`config.mk`:
```
export PLATFORM = sky130hd
export DESIGN_NAME = load_store_unit_flat
export DESIGN_NICKNAME = d
export VERILOG_FILES = /design/src/rtl/load_store_unit_if.sv /design/src/rtl/load_store_unit.sv /design/src/flat_wrapper.sv
export SDC_FILE = /design/constraint.sdc
export NUM_CORES = 1
export LEC_CHECK = 0
export CAP_MARGIN = 20
export CORE_UTILIZATION = 30
export CTS_BUF_LIST = sky130_fd_sc_hd__clkbuf_8
export DETAILED_ROUTE_END_ITERATION = 6
export DONT_BUFFER_PORTS = 1
export SYNTH_ARGS = -nofsm -noshare
export SYNTH_HDL_FRONTEND = slang
export SYNTH_SLANG_ARGS = --single-unit
```
`constraint.sdc`:
```
create_clock -name clock -period 2.3 [get_ports clock]
set_clock_uncertainty 0.1 [all_clocks]
set_input_delay 0.46 -clock clock [delete_from_list [all_inputs] [get_ports clock]]
set_output_delay 0.46 -clock clock [all_outputs]
set_load 0.005 [all_outputs]
```
`src/rtl/load_store_unit_if.sv`:
```
// Core-side request/response and data_memory-side signals of the load/store unit.
// slave is the unit's view; master is the core+memory view.
interface load_store_unit_if;
  logic        req_valid;
  logic        req_ready;
  logic        req_write;
  logic [2:0]  req_funct3;
  logic [31:0] req_address;
  logic [31:0] req_store_data;
  logic        resp_valid;
  logic        resp_error;
  logic [31:0] load_data;
  logic        mem_read_enable;
  logic        mem_write_enable;
  logic [31:0] mem_address;
  logic [31:0] mem_write_data;
  logic [31:0] mem_read_data;

  modport master (
    output req_valid, req_write, req_funct3, req_address, req_store_data, mem_read_data,
    input  req_ready, resp_valid, resp_error, load_data,
           mem_read_enable, mem_write_enable, mem_address, mem_write_data
  );

  modport slave (
    input  req_valid, req_write, req_funct3, req_address, req_store_data, mem_read_data,
    output req_ready, resp_valid, resp_error, load_data,
           mem_read_enable, mem_write_enable, mem_address, mem_write_data
  );
endinterface

```
`src/rtl/load_store_unit.sv`:
```
// RISC-V load/store unit: byte-addressed LB/LH/LW/LBU/LHU/SB/SH/SW onto a word-wide
// data_memory, with lane extraction, sign/zero extension and read-modify-write stores.
module load_store_unit #(
  parameter int unsigned WORD_INDEX_WIDTH = 10
) (
  input logic              clock,
  input logic              reset_n,
  load_store_unit_if.slave bus
);

  typedef enum logic [2:0] {
    IDLE,
    LOAD_RD,
    STORE_RD,
    STORE_WR,
    RESP
  } state_t;

  state_t      r_state;
  logic [2:0]  r_funct3;
  logic [1:0]  r_byte_off;
  logic [31:0] r_store_data;

  logic        r_req_ready;
  logic        r_resp_valid;
  logic        r_resp_error;
  logic [31:0] r_load_data;
  logic        r_mem_read_enable;
  logic        r_mem_write_enable;
  logic [31:0] r_mem_address;
  logic [31:0] r_mem_write_data;

  logic        w_legal;
  logic [31:0] w_word_addr;
  logic [7:0]  w_byte;
  logic [15:0] w_half;
  logic [31:0] w_load_ext;
  logic [31:0] w_merged;
  logic        w_unused;

  // Address bits above the word index are dropped, so the index wraps.
  assign w_word_addr = 32'(bus.req_address[WORD_INDEX_WIDTH+1:2]);
  assign w_unused    = &{1'b0, bus.req_address[31:WORD_INDEX_WIDTH+2]};

  always_comb begin
    w_legal = 1'b0;
    case (bus.req_funct3)
      3'b000:  w_legal = 1'b1;
      3'b001:  w_legal = ~bus.req_address[0];
      3'b010:  w_legal = (bus.req_address[1:0] == 2'b00);
      3'b100:  w_legal = ~bus.req_write;
      3'b101:  w_legal = ~bus.req_write & ~bus.req_address[0];
      default: w_legal = 1'b0;
    endcase
  end

  assign w_byte = bus.mem_read_data[{r_byte_off, 3'b000} +: 8];
  assign w_half = r_byte_off[1] ? bus.mem_read_data[31:16] : bus.mem_read_data[15:0];

  // funct3[2] selects the unsigned variants; only sub-word loads reach the sign fill.
  always_comb begin
    w_load_ext = bus.mem_read_data;
    case (r_funct3[1:0])
      2'b00:   w_load_ext = {{24{w_byte[7] & ~r_funct3[2]}}, w_byte};
      2'b01:   w_load_ext = {{16{w_half[15] & ~r_funct3[2]}}, w_half};
      default: w_load_ext = bus.mem_read_data;
    endcase
  end

  always_comb begin
    w_merged = bus.mem_read_data;
    case (r_funct3[1:0])
      2'b00: w_merged[{r_byte_off, 3'b000} +: 8] = r_store_data[7:0];
      2'b01: begin
        if (r_byte_off[1]) w_merged[31:16] = r_store_data[15:0];
        else               w_merged[15:0]  = r_store_data[15:0];
      end
      default: w_merged = r_store_data;
    endcase
  end

  always_ff @(posedge clock or negedge reset_n) begin
    if (!reset_n) begin
      r_state            <= IDLE;
      r_funct3           <= '0;
      r_byte_off         <= '0;
      r_store_data       <= '0;
      r_req_ready        <= 1'b1;
      r_resp_valid       <= 1'b0;
      r_resp_error       <= 1'b0;
      r_load_data        <= '0;
      r_mem_read_enable  <= 1'b0;
      r_mem_write_enable <= 1'b0;
      r_mem_address      <= '0;
      r_mem_write_data   <= '0;
    end else begin
      case (r_state)
        IDLE: begin
          if (bus.req_valid) begin
            r_funct3     <= bus.req_funct3;
            r_byte_off   <= bus.req_address[1:0];
            r_store_data <= bus.req_store_data;
            r_req_ready  <= 1'b0;
            if (!w_legal) begin
              r_state      <= RESP;
              r_resp_valid <= 1'b1;
              r_resp_error <= 1'b1;
              r_load_data  <= '0;
            end else if (!bus.req_write) begin
              r_state           <= LOAD_RD;
              r_mem_read_enable <= 1'b1;
              r_mem_address     <= w_word_addr;
            end else if (bus.req_funct3 == 3'b010) begin
              r_state            <= STORE_WR;
              r_mem_write_enable <= 1'b1;
              r_mem_address      <= w_word_addr;
              r_mem_write_data   <= bus.req_store_data;
            end else begin
              r_state           <= STORE_RD;
              r_mem_read_enable <= 1'b1;
              r_mem_address     <= w_word_addr;
            end
          end
        end
        LOAD_RD: begin
          r_state           <= RESP;
          r_mem_read_enable <= 1'b0;
          r_mem_address     <= '0;
          r_load_data       <= w_load_ext;
          r_resp_valid      <= 1'b1;
        end
        STORE_RD: begin
          r_state            <= STORE_WR;
          r_mem_read_enable  <= 1'b0;
          r_mem_write_enable <= 1'b1;
          r_mem_write_data   <= w_merged;
        end
        STORE_WR: begin
          r_state            <= RESP;
          r_mem_write_enable <= 1'b0;
          r_mem_address      <= '0;
          r_mem_write_data   <= '0;
          r_load_data        <= '0;
          r_resp_valid       <= 1'b1;
        end
        RESP: begin
          r_state      <= IDLE;
          r_resp_valid <= 1'b0;
          r_resp_error <= 1'b0;
          r_req_ready  <= 1'b1;
        end
        default: begin
          r_state     <= IDLE;
          r_req_ready <= 1'b1;
        end
      endcase
    end
  end

  assign bus.req_ready        = r_req_ready;
  assign bus.resp_valid       = r_resp_valid;
  assign bus.resp_error       = r_resp_error;
  assign bus.load_data        = r_load_data;
  assign bus.mem_read_enable  = r_mem_read_enable;
  assign bus.mem_write_enable = r_mem_write_enable;
  assign bus.mem_address      = r_mem_address;
  assign bus.mem_write_data   = r_mem_write_data;

endmodule

```
`src/flat_wrapper.sv`:
```
// flat-port wrapper written by rule: the top's interface ports become plain ports
module load_store_unit_flat 
#(
  parameter int unsigned WORD_INDEX_WIDTH = 10
)
  (clock, reset_n, bus_req_valid, bus_req_write, bus_req_funct3, bus_req_address, bus_req_store_data, bus_mem_read_data, bus_req_ready, bus_resp_valid, bus_resp_error, bus_load_data, bus_mem_read_enable, bus_mem_write_enable, bus_mem_address, bus_mem_write_data);
  load_store_unit_if bus_i ();
  input logic clock;
  input logic reset_n;
  input wire logic [$bits(bus_i.req_valid)-1:0] bus_req_valid;
  input wire logic [$bits(bus_i.req_write)-1:0] bus_req_write;
  input wire logic [$bits(bus_i.req_funct3)-1:0] bus_req_funct3;
  input wire logic [$bits(bus_i.req_address)-1:0] bus_req_address;
  input wire logic [$bits(bus_i.req_store_data)-1:0] bus_req_store_data;
  input wire logic [$bits(bus_i.mem_read_data)-1:0] bus_mem_read_data;
  output wire logic [$bits(bus_i.req_ready)-1:0] bus_req_ready;
  output wire logic [$bits(bus_i.resp_valid)-1:0] bus_resp_valid;
  output wire logic [$bits(bus_i.resp_error)-1:0] bus_resp_error;
  output wire logic [$bits(bus_i.load_data)-1:0] bus_load_data;
  output wire logic [$bits(bus_i.mem_read_enable)-1:0] bus_mem_read_enable;
  output wire logic [$bits(bus_i.mem_write_enable)-1:0] bus_mem_write_enable;
  output wire logic [$bits(bus_i.mem_address)-1:0] bus_mem_address;
  output wire logic [$bits(bus_i.mem_write_data)-1:0] bus_mem_write_data;
  assign bus_i.req_valid = bus_req_valid;
  assign bus_i.req_write = bus_req_write;
  assign bus_i.req_funct3 = bus_req_funct3;
  assign bus_i.req_address = bus_req_address;
  assign bus_i.req_store_data = bus_req_store_data;
  assign bus_i.mem_read_data = bus_mem_read_data;
  assign bus_req_ready = bus_i.req_ready;
  assign bus_resp_valid = bus_i.resp_valid;
  assign bus_resp_error = bus_i.resp_error;
  assign bus_load_data = bus_i.load_data;
  assign bus_mem_read_enable = bus_i.mem_read_enable;
  assign bus_mem_write_enable = bus_i.mem_write_enable;
  assign bus_mem_address = bus_i.mem_address;
  assign bus_mem_write_data = bus_i.mem_write_data;
  load_store_unit #(.WORD_INDEX_WIDTH(WORD_INDEX_WIDTH)) u_core (.clock(clock), .reset_n(reset_n), .bus(bus_i));
endmodule
```
Word-level counts from Yosys, hierarchy flattened
Cells that the tools add are included.

cells by class
  reduce and logical (&&, ||, !) cells = 21
  $add $sub $neg = 1
  equal/unequal tests = 15
  shift operators = 3
  muxes and demuxes = 39
  bitwise logic cells = 7

operators with widths
  operator                  number
  $mux W32                  8
  $pmux W32 S2              3
  $pmux W32 S3              2
  $mux W16                  3
  $bwmux W32                1
  $shift A8 B7 Y32 const A  1
  $shiftx A32 B6 Y8         1
  $shiftx A8 B7 Y32         1
  $mux W1                   12
  $reduce_and A3 Y1         4
  $eq A3 B2 Y1 const B      3
  $eq A3 B3 Y1 const B      3
  $mux W3                   3
  $pmux W3 S3               1
  $reduce_bool A3 Y1        3
  $neg A5 Y7                1
  $eq A3 B1 Y1 const B      2
  $logic_not A3 Y1          2
  $ne A2 B2 Y1 const B      3
  $pmux W1 S2               3
  $pmux W1 S3               2
  $reduce_bool A2 Y1        3
  $pmux W1 S5               1
  $reduce_and A5 Y1         1
  other kinds (10)          19

word-level totals
  output and inout port bits = 101
  logic and storage cells = 98
  bits of input ports = 103
  register bits after elaboration = 141

Logic depth before layout (Yosys ltp)
Gate-level depths: netlist of run 1.

  word-level depth = 6
  gate-level depth with buffers = 9
  mapped depth without buffers = 6

Worst setup path before layout of run 1
Ideal clock, no wire load.

  kind = reg2reg
  start = register u_core.r_byte_off[1]
  end = register u_core.r_mem_write_data[0] (netlist: u_core.bus.mem_write_data[0])
  setup time = 0.065 ns
  arrival time = 2.316 ns
  setup slack = -0.181 ns
  stages on the path, launching flop included = 10
  required time = 2.135 ns
  path through = dfrtp_1 -> buf_2 -> buf_2 -> buf_2 -> inv_1 -> ha_1 -> nor3b_2 -> o31ai_1 -> a221oi_1 -> o22a_1

on the way
  word-level cells in the longest chain between the ends = 5

ends and longest elaborated chain
  item                                                          RTL line                source
  start: declaration                                            load_store_unit.sv:21   logic [1:0] r_byte_off;
  start signal: assignment                                      load_store_unit.sv:101  r_byte_off <= bus.req_address[1:0];
  $neg A5 Y7                                                    load_store_unit.sv:73   2'b00: w_merged[{r_byte_off, 3'b000} +: 8] = r_store_data[7:0];
  $shiftx A8 B7 Y32 / $shift A8 B7 Y32 (equally long branches)  load_store_unit.sv:73
  $bwmux W32                                                    load_store_unit.sv:73
  $pmux W32 S2 *                                                load_store_unit.sv:72   case (r_funct3[1:0])
  $pmux W32 S3 *                                                load_store_unit.sv:97   case (r_state)
  end signal: assignment                                        load_store_unit.sv:117  r_mem_write_data <= bus.req_store_data;
  end signal: assignment                                        load_store_unit.sv:136  r_mem_write_data <= w_merged;
  end: declaration                                              load_store_unit.sv:31   logic [31:0] r_mem_write_data;

Mark *: on every way between the ends. The rest lies on a longest branch, timed or not.
A chain may end at the register's enable or synchronous reset.

Final worst setup path of run 1
  start = register u_core.r_byte_off[0]
  end = register u_core.r_mem_write_data[20] (netlist: u_core.bus.mem_write_data[20])

on the way
  word-level cells in the longest chain between the ends = 5

ends and longest elaborated chain
  item                                                          RTL line
  $neg A5 Y7 *                                                  load_store_unit.sv:73
  $shiftx A8 B7 Y32 / $shift A8 B7 Y32 (equally long branches)  load_store_unit.sv:73
  $bwmux W32 *                                                  load_store_unit.sv:73
  $pmux W32 S2 *                                                load_store_unit.sv:72
  $pmux W32 S3 *                                                load_store_unit.sv:97

Marks and branches as above.

==> results of run 1 <==
## registers in the layout, indices dropped and copies added, names as in the netlist
name and flops:
u_core.bus.resp_valid 1, u_core.bus.mem_read_enable 1, u_core.r_state 3, u_core.bus.load_data 32
u_core.bus.resp_error 1, u_core.bus.mem_write_enable 1, u_core.bus.mem_write_data 32, u_core.r_funct3 3
u_core.bus.req_ready 1, u_core.r_byte_off 2, u_core.bus.mem_address 10, u_core.r_store_data 32
## placed cells by master (no fill, tap or decap), types with 5 or more instances in the layout
cell type / netlist / final
conb_1: 1 / 22
dfrtp_1: 118 / 117
a221o_1: 36 / 36
clkbuf_8: 0 / 17
o21ai_0: 59 / 59
mux2i_1: 11 / 11
nand2_1: 57 / 57
o31ai_1: 9 / 9
nor2b_1: 15 / 13
a21boi_0: 14 / 14
o22a_1: 8 / 8
nand3_1: 11 / 11
nor3_1: 10 / 8
nand2b_1: 6 / 6
nor2_1: 20 / 20
a21oi_1: 30 / 30
o21ai_1: 5 / 5
buf_4: 24 / 33
mux2_2: 51 / 51
inv_1: 15 / 14
o21a_1: 8 / 8
a221oi_1: 32 / 32
a2bb2oi_1: 9 / 9
## worst reg2reg max path: cells and delay by family (launching register included)
kind	cells	cell delay, ps
compound gates	2	420
flops	1	410
fa+ha+maj	1	240
buf+inv	2	220
simple gates	2	710
## final cells by class
type,count,area share
Timing Repair Buffer,38,0.0438
Antenna cell,1,0.000334
Tap cell,280,0.0468
Multi-Input combinational cell,462,0.450
Sequential cell,119,0.398
Clock inverter,15,0.0226
Clock buffer,17,0.0312
Inverter,15,0.00752
## worst max-delay path by stage
stage | from | endpoint
finish | u_core.r_byte_off[0]$_DFFE_PN0P_ | u_core.bus.mem_write_data[20]$_DFFE_PN0P_
global route | u_core.r_funct3[0]$_DFFE_PN0P_ | u_core.bus.mem_write_data[31]$_DFFE_PN0P_
CTS | u_core.r_byte_off[1]$_DFFE_PN0P_ | u_core.bus.mem_write_data[21]$_DFFE_PN0P_
detailed placement | u_core.r_byte_off[1]$_DFFE_PN0P_ | u_core.bus.mem_write_data[21]$_DFFE_PN0P_
global placement | u_core.r_byte_off[1]$_DFFE_PN0P_ | u_core.bus.mem_write_data[31]$_DFFE_PN0P_
floorplan | u_core.r_byte_off[1]$_DFFE_PN0P_ | u_core.bus.mem_write_data[2]$_DFFE_PN0P_
## stage by stage
step	std cells	utilization	setup slack, ps	hold slack, ps
after detailed placement	912	0.323	66.2	74.8
after global placement	912	0.323	120	74.7
after CTS	945	0.342	57.0	-424
after floorplan	669	-	42.5	64.4
after global routing	946	0.343	9.59	-441
final	947	0.343	134	-404
## power groups by stage
| stage | clock [mW] | combinational [mW] | sequential (mW) |
|---|---|---|---|
| 6_report | 1.98 | 4.42 | 4.07 |
| 2_1_floorplan | 0 | 3.41 | 3.64 |
| 5_1_grt | 2.09 | 4.84 | 4.20 |
| 3_5_place_dp | 0 | 4.36 | 4.11 |
| 4_1_cts | 2.00 | 4.38 | 4.07 |
| 3_3_place_gp | 0 | 4.29 | 4.10 |
## cell usage after synthesis (all sizes together), types with 2 or more instances
master,number
nor2,20
nor2b,15
nand3,12
nand2b,6
a22oi,2
nor4,2
buf,48
o22ai,3
o21a,8
mux2,51
nor4b,2
dfrtp,118
or3b,2
nor3b,3
a221o,36
a21o,2
o221ai,4
a2bb2oi,9
ha,5
inv,15
o22a,8
a221oi,32
a21oi,30
o21ai,64
a31oi,3
clkbuf,25
nand2,57
a21boi,14
o31ai,10
mux2i,11
mux4,4
nor3,10
## layer usage
metal,routed length (um),share of wire,global-route usage,vias to the layer above
met1,9140,0.41,0.257,2727
met2,9950,0.44,0.295,281
li1,-,-,-,2429
met3,2850,0.13,0.0846,36
met4,531,0.024,0.0690,0
met5,0,0,0,-
## kinds of logic (layout without fill, tap and decap cells)
group | Yosys count | after routing | synth area share
flip-flops | 119 | 119 | 0.446
AO/OA/AOI/OAI | 232 | 232 | 0.251
other | 1 | 23 | 0.000561
buffers and inverters | 88 | 85 | 0.0682
multiplexers | 66 | 66 | 0.116
AND/OR/NAND/NOR | 137 | 137 | 0.109
adder cells (fa/ha/maj) | 5 | 5 | 0.00937
## timing repair
item,CTS,global route
setup buffers,0,0
hold buffers,1,1
setup endpoints to repair,0,14
endpoints found under the hold margin,120,120
resized for setup,0,3
==> impl_metrics.toml, run 1 <==
[cts]
cts_tree = "yes"
cts_sinks = 119
h-tree-depth = 4
root_buffer = "clkbuf_8"
cts.clk_slew.worst_paths_ps = 80
insertion_delay_ps = 460
cts_buffers = 17
clk_path_buf_depth = 2

[worst_setup_path]
slowest_stage = "nor2_1"
worstSetupEndpointType = "register"
arrival_ps = 2450
critical_path.startpoint_type = "register"
worstRegToRegCells = 7
r2r_start = "u_core.r_byte_off[0]$_DFFE_PN0P_"
crit_required_ps = 2580
rrSetupSlack_ps = 130
crit_cells = 7
path_class = "register to register"
path_buf_inv = 2
path_cells = "inv_1 > buf_4 > ha_1 > nand4bb_1 > nor2_1 > a221oi_1 > o21ai_0"
critPathMaxStageDelay_ps = 510
r2r_end = "u_core.bus.mem_write_data[20]$_DFFE_PN0P_"
path_delay_family = "simple AND/OR/NAND/NOR gates"
crit_fanout = 8

[logic_synthesis]
avgSynthCellArea_sq_um = 10.3
syn-cell-area_sq_mm = 0.00668
synth-edff-count = 0
async_reset_ff_frac = 1.00
synth.largest_area_cell = "dfrtp_1"
ys_types = 58
syn_inst = 648
synthTopCellsByArea = "dfrtp_1, mux2_2, a221o_1, o21ai_0, a221oi_1"
synth_ff_type = "dfrtp_1"
ys_seq_area_frac = 0.446
ys_warn_count = 0
yosysTopAreaCellShare = 0.442
ys_ff_latch = 119

[layout]
drive_above_1_share = 0.218
final_nets = 761
fill_cells = 2191
area_growth_pct = 12.1
design_area_sq_mm = 0.00749
multiInputGateArea_sq_mm = 0.00337
ff_latch_area_sq_mm = 0.00298

[pwr]
pwr-share-comb = 0.422
total_power_mw = 10.5
p_leak_nw = 3.06
power_frac_clock = 0.189
swShare = 0.418
peakVddDrop_mv = 0.576
power.density_mw_per_mm2 = 1400
p_seq_frac = 0.389
p_int_mw = 6.10
p_switching_mw = 4.37

[placement]
port_buffers = 0
placed_area_sq_mm = 0.00705
hpwl_um = 16100
gp_congestion = 0.881

[timing]
finalHoldViolations = 119
period_share = 0.942
whs_ps = -404
tightestPinTransition_ps = 830
slew_headroom = 0.445
setup_viol = 0
max_freq_ghz = 0.462
report.final.slew_viol_count = 0
rsz0062_at_grt = "false"
fin_tns_setup_ps = 0
layout_min_cycle_time_ps = 2170

[grt]
grt-ovfl-total = 0
grt_start_max_net_pins = 120
track_usage = 0.199
grt_pass1_vias = 5324
antenna_found_initial = 2
grt_first_pass_wirelength_um = 32900

[die]
core_sq_mm = 0.0218
dieHeight_um = 151
die_w_um = 151
rows = 54
initial_core_util = 0.306
io_pins = 204
dieArea_sq_mm = 0.0229

[drt]
num_vias = 5473
dr.pass1.iters = 4
wl_per_cell_um = 23.7
drtIter0Drc = 388
drc = 0
viasPerCell = 5.78
ant_nets = 0
wl_um = 22500

[status]
violations = "hold timing"
outcome = "finished with violations"

[run]
cap_violations = 0

[worst_hold_path]
hp-class = "input port to async pin"
Power figures use the tool's default switching activity.
==> run 2: changes to the inputs <==
Settings changed: SKIP_LAST_GASP from default to 1.
==> results of run 2 <==
No change in the layout: final DEF, timing and power equal those of run 1.
